$ cat src/rtl/fault_inject_sequencer.sv
// -----------------------------------------------------------------------------
// fault_inject_sequencer
//
// Read-modify-write controller that corrupts every codeword stored in one
// codeword RAM before the decode pass. For each address 0..DEPTH-1 it reads
// the word and scans the valid codeword bits of the selected algorithm, one
// bit per cycle. A bit is flipped whenever the low half of a 32-bit Galois
// LFSR falls below a threshold derived from the BER level. The word is then
// written back.
//
// Ports
//   clk          : system clock, rising edge
//   rst          : asynchronous active-high reset
//   start        : single-cycle pass request, honoured only in IDLE
//   alg_sel[1:0] : 0 = C-RNNS (61 bits), 1 = 3NRM (48), 2 = 2NRM (41), 3 = RS (48)
//   ber_lvl[3:0] : BER percent 0..10, larger values are clamped to 10
//   ram_addr     : RAM address (registered)
//   ram_rd_en    : RAM read strobe, data returns one cycle later on ram_dout
//   ram_dout     : RAM read data
//   ram_we       : RAM write strobe
//   ram_din      : RAM write-back data
//   busy         : high in every state except IDLE and DONE
//   done         : one-cycle pulse when the pass completes
//   inject_count : saturating number of bits flipped in the current/last pass
// -----------------------------------------------------------------------------
module fault_inject_sequencer #(
  parameter int          DEPTH     = 10000,
  parameter int          ADDR_W    = 14,
  parameter int          DATA_W    = 64,
  parameter logic [31:0] LFSR_SEED = 32'hACE1_2345
) (
  input  logic              clk,
  input  logic              rst,
  input  logic              start,
  input  logic [1:0]        alg_sel,
  input  logic [3:0]        ber_lvl,
  output logic [ADDR_W-1:0] ram_addr,
  output logic              ram_rd_en,
  input  logic [DATA_W-1:0] ram_dout,
  output logic              ram_we,
  output logic [DATA_W-1:0] ram_din,
  output logic              busy,
  output logic              done,
  output logic [31:0]       inject_count
);

  typedef enum logic [2:0] {
    S_IDLE,
    S_RD,
    S_WAIT,
    S_SCAN,
    S_WR,
    S_DONE
  } state_t;

  localparam logic [31:0]       LFSR_POLY = 32'h8020_0003;
  localparam logic [ADDR_W-1:0] LAST_ADDR = ADDR_W'(DEPTH - 1);

  state_t              state;
  logic [ADDR_W-1:0]   addr;
  logic [31:0]         lfsr;
  logic [15:0]         thr;
  logic [5:0]          last_idx;   // valid width minus one for the latched algorithm
  logic [5:0]          idx;
  logic [DATA_W-1:0]   word;

  logic                hit;
  logic [DATA_W-1:0]   flip_mask;
  logic [DATA_W-1:0]   scan_word;
  logic [31:0]         lfsr_next;
  logic [3:0]          ber_clamped;
  logic [5:0]          sel_last_idx;

  // NOTE: every variable assigned here gets a default first, so no path
  // leaves it unassigned and no latch is inferred.
  always_comb begin
    hit          = (lfsr[15:0] < thr);
    flip_mask    = '0;
    if (hit) flip_mask[idx] = 1'b1;
    scan_word    = word ^ flip_mask;
    lfsr_next    = {1'b0, lfsr[31:1]} ^ (lfsr[0] ? LFSR_POLY : 32'h0);
    ber_clamped  = (ber_lvl > 4'd10) ? 4'd10 : ber_lvl;
    sel_last_idx = 6'd47;
    case (alg_sel)
      2'd0:    sel_last_idx = 6'd60;
      2'd1:    sel_last_idx = 6'd47;
      2'd2:    sel_last_idx = 6'd40;
      default: sel_last_idx = 6'd47;
    endcase
  end

  // Outputs are registered: each transition also sets the outputs that belong
  // to the state being entered, so they are valid for that whole cycle.
  // NOTE: sequential state uses non-blocking assignments only, so every
  // register samples the pre-edge values regardless of statement order.
  always_ff @(posedge clk or posedge rst) begin
    if (rst) begin
      state        <= S_IDLE;
      addr         <= '0;
      lfsr         <= LFSR_SEED;
      thr          <= '0;
      last_idx     <= '0;
      idx          <= '0;
      word         <= '0;
      ram_addr     <= '0;
      ram_rd_en    <= 1'b0;
      ram_we       <= 1'b0;
      ram_din      <= '0;
      busy         <= 1'b0;
      done         <= 1'b0;
      inject_count <= '0;
    end else begin
      case (state)
        S_IDLE: begin
          if (start) begin
            state        <= S_RD;
            addr         <= '0;
            lfsr         <= LFSR_SEED;
            thr          <= 16'(ber_clamped) * 16'd655;
            last_idx     <= sel_last_idx;
            inject_count <= '0;
            ram_addr     <= '0;
            ram_rd_en    <= 1'b1;
            busy         <= 1'b1;
          end
        end

        S_RD: begin
          ram_rd_en <= 1'b0;
          state     <= S_WAIT;
        end

        S_WAIT: begin
          word  <= ram_dout;
          idx   <= '0;
          state <= S_SCAN;
        end

        S_SCAN: begin
          word <= scan_word;
          lfsr <= lfsr_next;
          idx  <= idx + 6'd1;
          if (hit && (inject_count != 32'hFFFF_FFFF)) begin
            inject_count <= inject_count + 32'd1;
          end
          if (idx == last_idx) begin
            // The write data must include the flip decided in this last
            // scan cycle, hence scan_word rather than word.
            state    <= S_WR;
            ram_addr <= addr;
            ram_din  <= scan_word;
            ram_we   <= 1'b1;
          end
        end

        S_WR: begin
          ram_we <= 1'b0;
          if (addr == LAST_ADDR) begin
            state <= S_DONE;
            busy  <= 1'b0;
            done  <= 1'b1;
          end else begin
            addr      <= addr + 1'b1;
            ram_addr  <= addr + 1'b1;
            ram_rd_en <= 1'b1;
            state     <= S_RD;
          end
        end

        S_DONE: begin
          done  <= 1'b0;
          state <= S_IDLE;
        end

        default: begin
          state     <= S_IDLE;
          ram_rd_en <= 1'b0;
          ram_we    <= 1'b0;
          busy      <= 1'b0;
          done      <= 1'b0;
        end
      endcase
    end
  end

endmodule

$ cat config.mk
export PLATFORM = sky130hd
export DESIGN_NAME = fault_inject_sequencer
export DESIGN_NICKNAME = d
export VERILOG_FILES = /design/src/rtl/fault_inject_sequencer.sv
export SDC_FILE = /design/constraint.sdc
export NUM_CORES = 1
export LEC_CHECK = 0
export CAP_MARGIN = 30
export CORE_ASPECT_RATIO = 0.9
export CORE_UTILIZATION = 60
export CTS_CLUSTER_DIAMETER = 30
export DETAILED_ROUTE_END_ITERATION = 8
export PLACE_DENSITY = 0.87
export SYNTH_ARGS = -nofsm -noshare
export SYNTH_HDL_FRONTEND = slang
export SYNTH_SLANG_ARGS = --single-unit
$ cat constraint.sdc
create_clock -name clk -period 15.3 [get_ports clk]
set_input_delay 3.06 -clock clk [delete_from_list [all_inputs] [get_ports clk]]
set_output_delay 3.06 -clock clk [all_outputs]
set_load 0.01 [all_outputs]
==> results of run 1 <==
==> layer usage <==
| metal | vias to the layer above | track usage (%) | wire length, um |
|---|---|---|---|
| li1 | 5612 | - | - |
| met1 | 6062 | 47.2 | 15400 |
| met2 | 881 | 57.4 | 18700 |
| met3 | 191 | 8.65 | 4340 |
| met4 | 0 | 19.1 | 2040 |
| met5 | - | 0 | 0 |
==> sequential cells by signal (all words and copies together), names as in the netlist <==
name / cells
ram_we: 1
lfsr: 32
last_idx: 4
done: 1
ram_din: 64
addr: 14
state: 3
ram_addr: 14
idx: 6
inject_count: 32
busy: 1
word: 64
thr: 14
ram_rd_en: 1
==> power groups by stage <==
stage                     combinational, uW  clock (uW)  sequential (uW)
after floorplan                         929           0             1260
final                                  1590        1110             1300
after global routing                   1730        1140             1340
after global placement                 1440           0             1260
after CTS                              1560        1110             1290
after detailed placement               1520           0             1280
==> path summary, 6_finish.rpt <==
kind | slack, ns | to | cells past startpoint
setup / recovery | 8.74 | thr[11]$_DFFE_PP0P_ | 12
setup reg to reg | 11.96 | word[42]$_DFFE_PP0P_ | 6
min in group asynchronous | 3.04 | inject_count[6]$_DFFE_PP0P_ | 2
hold / removal | 0.45 | lfsr[22]$_DFFE_PP1P_ | 2
hold reg to reg | 0.45 | lfsr[22]$_DFFE_PP1P_ | 2
max in group asynchronous | 10.60 | word[19]$_DFFE_PP0P_ | 4
==> logic make-up (layout without fill, tap and decap cells) <==
| group | after synthesis | count (layout) |
|---|---|---|
| xor+xnor | 26 | 26 |
| mux | 12 | 12 |
| buf+inv | 141 | 331 |
| other cells | 0 | 1 |
| simple gates | 539 | 539 |
| fa+ha+maj | 36 | 36 |
| flops | 251 | 251 |
| compound gates | 419 | 419 |
==> area by class of cell <==
| cell class | instances | area share (%) |
|---|---|---|
| sequential | 251 | 37.4 |
| tap | 286 | 2.13 |
| clock buffer | 68 | 8.12 |
| inverter | 32 | 0.758 |
| antenna | 1 | 0.0149 |
| clock inverter | 19 | 1.88 |
| multi-input combinational | 1032 | 37.1 |
| timing repair buffer | 212 | 12.6 |
==> worst register-to-register path: cells and delay by family (launching register included) <==
family / cells / cell delay [ns]
simple gates: 3 / 1.76
flops: 1 / 0.55
compound gates: 2 / 0.60
fa+ha+maj: 1 / 0.24
==> per-stage QoR <==
| step | utilization, % | hold WS [ns] | instances | worst slack [ns] |
|---|---|---|---|---|
| after floorplan | - | 0.433 | 1424 | 5.36 |
| after global placement | 71.3 | 0.437 | 1806 | 8.29 |
| after detailed placement | 71.6 | 0.442 | 1810 | 8.23 |
| after CTS | 79.6 | 0.451 | 1897 | 8.78 |
| after global routing | 79.9 | 0.489 | 1901 | 8.37 |
| final | 79.9 | 0.452 | 1901 | 8.74 |
==> cell usage in the layout, fill, tap and decap left out, types with 6 or more instances in the layout <==
cell / count
sky130_fd_sc_hd__o2111ai_1: 17
sky130_fd_sc_hd__nand4_1: 16
sky130_fd_sc_hd__nand3_1: 27
sky130_fd_sc_hd__xor2_1: 13
sky130_fd_sc_hd__or4_1: 22
sky130_fd_sc_hd__nor3b_1: 13
sky130_fd_sc_hd__nor2b_1: 8
sky130_fd_sc_hd__and3_1: 16
sky130_fd_sc_hd__bufinv_16: 8
sky130_fd_sc_hd__ha_1: 32
sky130_fd_sc_hd__clkdlybuf4s50_1: 186
sky130_fd_sc_hd__clkbuf_16: 49
sky130_fd_sc_hd__o211ai_1: 7
sky130_fd_sc_hd__buf_4: 21
sky130_fd_sc_hd__and4_1: 6
sky130_fd_sc_hd__inv_1: 30
sky130_fd_sc_hd__a311oi_1: 97
sky130_fd_sc_hd__o21ai_0: 97
sky130_fd_sc_hd__mux2i_1: 7
sky130_fd_sc_hd__nand2b_1: 7
sky130_fd_sc_hd__nor3_1: 18
sky130_fd_sc_hd__nand2_1: 297
sky130_fd_sc_hd__a31oi_1: 17
sky130_fd_sc_hd__xnor2_1: 13
sky130_fd_sc_hd__o31ai_1: 21
sky130_fd_sc_hd__or3_1: 16
sky130_fd_sc_hd__dfstp_2: 14
sky130_fd_sc_hd__a21oi_1: 56
sky130_fd_sc_hd__nor2_1: 55
sky130_fd_sc_hd__clkbuf_1: 12
sky130_fd_sc_hd__and2_1: 10
sky130_fd_sc_hd__dfrtp_1: 237
sky130_fd_sc_hd__clkbuf_8: 7
sky130_fd_sc_hd__o22ai_1: 61
==> run_results.csv, run 1 <==
group,metric,value,unit
power_and_ir_drop,cell_leakage_power,0.00705,uW
critical_path,regToRegStartpoint,"lfsr[9]$_DFFE_PP1P_",
sta,timing_max_transition_violations_final,0,
clock_tree,worst_skew_pair.late_latency,0.54,ns
sta,period_share,42.8,%
sta,worst-slew-pin-transition,1.05,ns
yosys,synth_compound_area_share,21.8,%
global_routing,pin_count_of_the_biggest_net_entering_global_routing,115,
global_routing,gr-total-overflow,0,
yosys,synth-xor-area-share,1.74,%
critical_path,critical_path.startpoint_type,"primary input",
floorplan,core_area,0.0211,mm^2
sta,period_minus_slack,6.56,ns
yosys,synth_commonest_cells,"sky130_fd_sc_hd__nand2_1, sky130_fd_sc_hd__dfrtp_1, sky130_fd_sc_hd__a311oi_1, sky130_fd_sc_hd__o21ai_0, sky130_fd_sc_hd__clkbuf_1",
finish,area.growth.synth_to_final,28.9,%
clock_tree,clk_pin_slew,0.05,ns
clock_tree,cts_tree,"yes",
finish,drive_above_1_share,9.05,%
finish,n_fill_cell,1226,
yosys,netlist_instances,1424,
power_and_ir_drop,power_density,237,mW/mm^2
clock_tree,cts-htree-levels,2,
detailed_routing,route.detailed.wl_per_inst,21.3,um
finish,multi_input_comb_area,0.00624,mm^2
floorplan,floorplan.die.width,158,um
yosys,synth_top_family_by_area,"compound AO/OA/AOI/OAI gates",
floorplan,fp.dieH,142,um
sta,count_of_endpoints_failing_hold_in_the_final_timing_report,0,
detailed_routing,detail_route.drc_violations,0,
yosys,yosys.area.top_type_share,45.4,%
power_and_ir_drop,netSwitchingFraction,39.9,%
yosys,syn_area_per_cell,9.17,um^2
job,max_cap_check_violation_count,0,
finish,fin_area,0.0168,mm^2
yosys,synth_simple_gate_area_share,19.3,%
floorplan,die-area,0.0224,mm^2
critical_path,critPathLaunch,"ber_lvl[3]",
floorplan,pin_count,187,
detailed_routing,first_iter_violations,1486,
critical_path,cell_chain_critical_path,"clkdlybuf4s50_1, a21oi_1, fa_1, inv_1, fa_1, ha_1, a21o_1, a21o_1, a2111oi_0, nor2_1, mux2i_1, nand2_1",
critical_path,crit_path_top_delay_cell,"sky130_fd_sc_hd__clkdlybuf4s50_1",
power_and_ir_drop,pwr-share-clk,27.6,%
critical_path,path_delay_family,"compound AO/OA/AOI/OAI gates",
hold_path,hold_path.startpoint,"lfsr[23]$_DFFE_PP1P_",
global_routing,grt_first_pass_wirelength,64600,um
detailed_routing,antenna_violating_nets_post_route,0,
critical_path,path_buf_inv,2,
sta,worst_clock_skew,0.0177,ns
sta,setup_violations,0,
global_routing,number_of_antenna_violations_at_the_first_check_in_global_routing,1,
yosys,async_flop_share,100,%
place,half_perimeter_wire_length_after_detailed_placement,23500,um
critical_path,critical-path-max-stage-delay,0.58,ns
clock_tree,cts_max_path_buffers,3,
clock_tree,cts_buffers,48,
yosys,synth_fp_nets,1533,
hold_path,hold_class,"reg -> reg",
place,finalWeightedCongestion,0.887,
finish,area.sequential,0.00630,mm^2
sta,fmax,153,MHz
sta,setup_repair_after_global_routing_missed_its_margin,"no",
detailed_routing,drtPass1Iterations,8,
yosys,seq_area_frac_synth,48.2,%
critical_path,crit_arrival,6.98,ns
global_routing,grt_use_total,36.5,%
critical_path,worst_ep_required_time,15.72,ns
clock_tree,clock-root-buffer,"sky130_fd_sc_hd__clkbuf_16",
power_and_ir_drop,internal_power,2400,uW
clock_tree,numClockSinks,251,
yosys,yosysWarnings,0,
place,count_of_port_buffers_added_during_placement,186,
power_and_ir_drop,p_sw,1590,uW
power_and_ir_drop,power.ir.vdd_worst,0.140,mV
power_and_ir_drop,comb_power_share,39.8,%
power_and_ir_drop,p_total,4000,uW
global_routing,first_global_vias,12600,
detailed_routing,vias,12700,
yosys,synth-edff-count,0,
critical_path,timing.critical_path.to_type,"register",
detailed_routing,routed_wirelength,40400,um
critical_path,worst-setup-path-type,"in -> reg",
yosys,post_synth_num_cell_types,66,
critical_path,path_max_fanout,10,
sta,slew-limit-headroom,29.5,%
place,dpl_cell_area,0.0151,mm^2
detailed_routing,via_per_inst,6.70,
clock_tree,post-cts-setup-buffer-count,0,
yosys,yosys.area.top_type,"sky130_fd_sc_hd__dfrtp_1",
clock_tree,postCtsResizedCells,0,
outcome,run_status,"finished, final reports clean",
yosys,ys_top_cells_by_area,"sky130_fd_sc_hd__dfrtp_1, sky130_fd_sc_hd__nand2_1, sky130_fd_sc_hd__a311oi_1",
floorplan,initial_utilization,62.0,%
floorplan,rows,50,
yosys,synthFlopType,"sky130_fd_sc_hd__dfrtp_1",
clock_tree,post_cts_hold_buffer_count,0,
power_and_ir_drop,seqPwrFrac,32.6,%
finish,finish.net_count,1686,
yosys,synth-adder-area-share,3.68,%
yosys,netlist_area,0.0131,mm^2
yosys,yosys.cell_count.top_type,"sky130_fd_sc_hd__nand2_1",
yosys,ffs_latches_synth,251,
yosys,synthMuxAreaShare,0.967,%
sta,totalNegativeSetupSlack,0,ns
No activity file was read; power rests on OpenSTA's default activity.
==> run 2, diff against run 1 <==
--- a/config.mk
+++ b/config.mk
@@ -7,10 +7,10 @@
 export LEC_CHECK = 0
 export CAP_MARGIN = 30
 export CORE_ASPECT_RATIO = 0.9
-export CORE_UTILIZATION = 60
+export CORE_UTILIZATION = 50
 export CTS_CLUSTER_DIAMETER = 30
 export DETAILED_ROUTE_END_ITERATION = 8
-export PLACE_DENSITY = 0.87
+export PLACE_DENSITY = 0.77
 export SYNTH_ARGS = -nofsm -noshare
 export SYNTH_HDL_FRONTEND = slang
 export SYNTH_SLANG_ARGS = --single-unit
==> constraint.sdc (replaced) <==
create_clock -name clk -period 5.8 [get_ports clk]
set_input_delay 1.16 -clock clk [delete_from_list [all_inputs] [get_ports clk]]
set_output_delay 1.16 -clock clk [all_outputs]
set_load 0.01 [all_outputs]
==> run_results.csv, run 2 (synthesis gave the netlist of run 1 again) <==
group,metric,value,unit
outcome,run_status,"finished, final reports clean",
critical_path,reg2reg_depth,6,
clock_tree,numClockSinks,251,
global_routing,pin_count_of_the_biggest_net_entering_global_routing,179,
power_and_ir_drop,p_total,10600,uW
floorplan,die-area,0.0268,mm^2
clock_tree,clock-root-buffer,"sky130_fd_sc_hd__clkbuf_16",
clock_tree,postCtsResizedCells,0,
place,finalWeightedCongestion,0.849,
sta,post-route-worst-setup-slack,1.22,ns
sta,setup_violations,0,
critical_path,critical_path.startpoint_type,"primary input",
clock_tree,post_cts_hold_buffer_count,0,
place,count_of_port_buffers_added_during_placement,186,
clock_tree,cts_max_path_buffers,3,
sta,worst_clock_skew,0.0267,ns
critical_path,worst-setup-path-type,"in -> reg",
sta,period_share,79.0,%
critical_path,worst_ep_required_time,6.22,ns
finish,layout.cells.most_common_list,"sky130_fd_sc_hd__nand2_1, sky130_fd_sc_hd__dfrtp_1, sky130_fd_sc_hd__clkdlybuf4s50_1, sky130_fd_sc_hd__o21ai_0, sky130_fd_sc_hd__a311oi_1",
global_routing,gr-total-overflow,0,
floorplan,pin_count,187,
power_and_ir_drop,cell_leakage_power,0.00709,uW
global_routing,grt_use_total,28.2,%
critical_path,r2r_end,"ram_addr[4]$_DFFE_PP0P_",
detailed_routing,route.detailed.wl_per_inst,19.2,um
global_routing,first_global_vias,11500,
power_and_ir_drop,power_density,621,mW/mm^2
finish,drive_above_1_share,9.72,%
place,half_perimeter_wire_length_after_detailed_placement,23600,um
hold_path,hold_path.startpoint,"lfsr[9]$_DFFE_PP1P_",
clock_tree,worst_skew_pair.late_latency,0.55,ns
sta,setup_repair_after_global_routing_missed_its_margin,"no",
place,dpl_worst_slack,0.670,ns
finish,antenna_cells,0,
detailed_routing,drtPass1Iterations,6,
detailed_routing,detail_route.drc_violations,0,
critical_path,crit_path_top_delay_cell,"sky130_fd_sc_hd__clkdlybuf4s50_1",
critical_path,critPathLaunch,"ber_lvl[3]",
critical_path,timing.critical_path.to_type,"register",
clock_tree,cts-htree-levels,2,
floorplan,initial_utilization,51.4,%
detailed_routing,antenna_violating_nets_post_route,0,
sta,worst-slew-pin-transition,1.12,ns
sta,period_minus_slack,4.58,ns
finish,layout.cells.most_common,"sky130_fd_sc_hd__nand2_1",
sta,totalNegativeSetupSlack,0,ns
hold_path,hold_class,"reg -> reg",
sta,slew-limit-headroom,25.5,%
clock_tree,cts_buffers,50,
critical_path,rrSetupSlack,2.09,ns
critical_path,regToRegStartpoint,"idx[3]$_DFFE_PP0P_",
floorplan,core_area,0.0254,mm^2
floorplan,fp.dieH,155,um
job,max_cap_check_violation_count,0,
critical_path,crit_arrival,5.00,ns
clock_tree,clk_pin_slew,0.05,ns
finish,finish.net_count,1684,
global_routing,grt_first_pass_wirelength,60200,um
detailed_routing,routed_wirelength,37600,um
detailed_routing,first_iter_violations,1362,
hold_path,min_to,"lfsr[8]$_DFFE_PP1P_",
floorplan,floorplan.die.width,172,um
sta,count_of_endpoints_failing_hold_in_the_final_timing_report,0,
clock_tree,post-cts-setup-buffer-count,0,
critical_path,critical-path-max-stage-delay,0.58,ns
global_routing,number_of_antenna_violations_at_the_first_check_in_global_routing,0,
detailed_routing,vias,12200,
finish,top_regs,"ram_din x64, word x64",
sta,timing_max_transition_violations_final,0,
detailed_routing,via_per_inst,6.22,
critical_path,path_max_fanout,10,
clock_tree,cts_tree,"yes",
finish,area.growth.synth_to_final,30.2,%
hold_path,hold-path-cell-count,2,
sta,fmax,218,MHz
critical_path,cell_chain_critical_path,"clkdlybuf4s50_1, a21oi_1, fa_1, inv_1, fa_1, fa_1, a21oi_1, a21o_1, a21oi_1, o311ai_0, xnor2_1, mux2_2",
floorplan,rows,55,
power_and_ir_drop,power.ir.vdd_worst,0.313,mV
[run 2: cell count changes in the layout (fill, tap and decap cells not counted), moves of 2 or more]
cell | before | now
sky130_fd_sc_hd__clkinvlp_4 | 1 | 5
sky130_fd_sc_hd__bufinv_16 | 8 | 10
sky130_fd_sc_hd__inv_6 | 2 | 4
sky130_fd_sc_hd__clkbuf_16 | 49 | 51
sky130_fd_sc_hd__clkinv_2 | 5 | 7
sky130_fd_sc_hd__clkbuf_1 | 12 | 3
sky130_fd_sc_hd__buf_16 | 2 | 0
[run 2: worst max-delay path by stage]
stage	end	slack (ns)	cells after the start
after CTS	thr[10]$_DFFE_PP0P_	1.23	12
after floorplan	addr[0]$_DFFE_PP0P_	1.35	1
after detailed placement	thr[10]$_DFFE_PP0P_	0.67	12
after global placement	thr[10]$_DFFE_PP0P_	0.78	12
after global routing	thr[11]$_DFFE_PP0P_	1.02	12
final	thr[10]$_DFFE_PP0P_	1.22	12
[run 2: layer usage]
| metal | routed length, um | track usage (%) |
|---|---|---|
| met1 | 16100 | 39.7 |
| met2 | 17300 | 43.3 |
| met3 | 3080 | 5.29 |
| met4 | 1130 | 10.3 |
| met5 | 0 | 0 |
[run 2: through the flow]
stage	instance area, um^2	instances	util, %	hold WS, ns
after floorplan	13100	1424	-	0.433
after global placement	15100	1864	59.6	0.442
after detailed placement	15200	1865	59.7	0.441
after CTS	17000	1957	67.0	0.457
after global routing	17000	1957	67.0	0.465
final	17000	1957	67.0	0.456
[run 2: worst max-delay path: cells and delay by family]
kind            cells  cell delay (ns)
compound gates      5             1.31
xor+xnor            1             0.11
fa+ha+maj           3             1.46
buf+inv             2             0.69
mux                 1             0.26
[run 2: where the power goes]
part	internal [uW]	total [uW]	leakage, uW	switching, uW
registers	2610	3390	0.00301	778
clock network	2150	3130	0.000899	972
logic	1710	4040	0.00318	2320
[run 2: area by class of cell]
cell class	instances	area [um^2]
fill	1946	8390
clock inverter	30	447
tap	342	428
timing repair buffer	208	2050
sequential	251	6300
clock buffer	62	1400
multi-input combinational	1032	6250
inverter	32	124
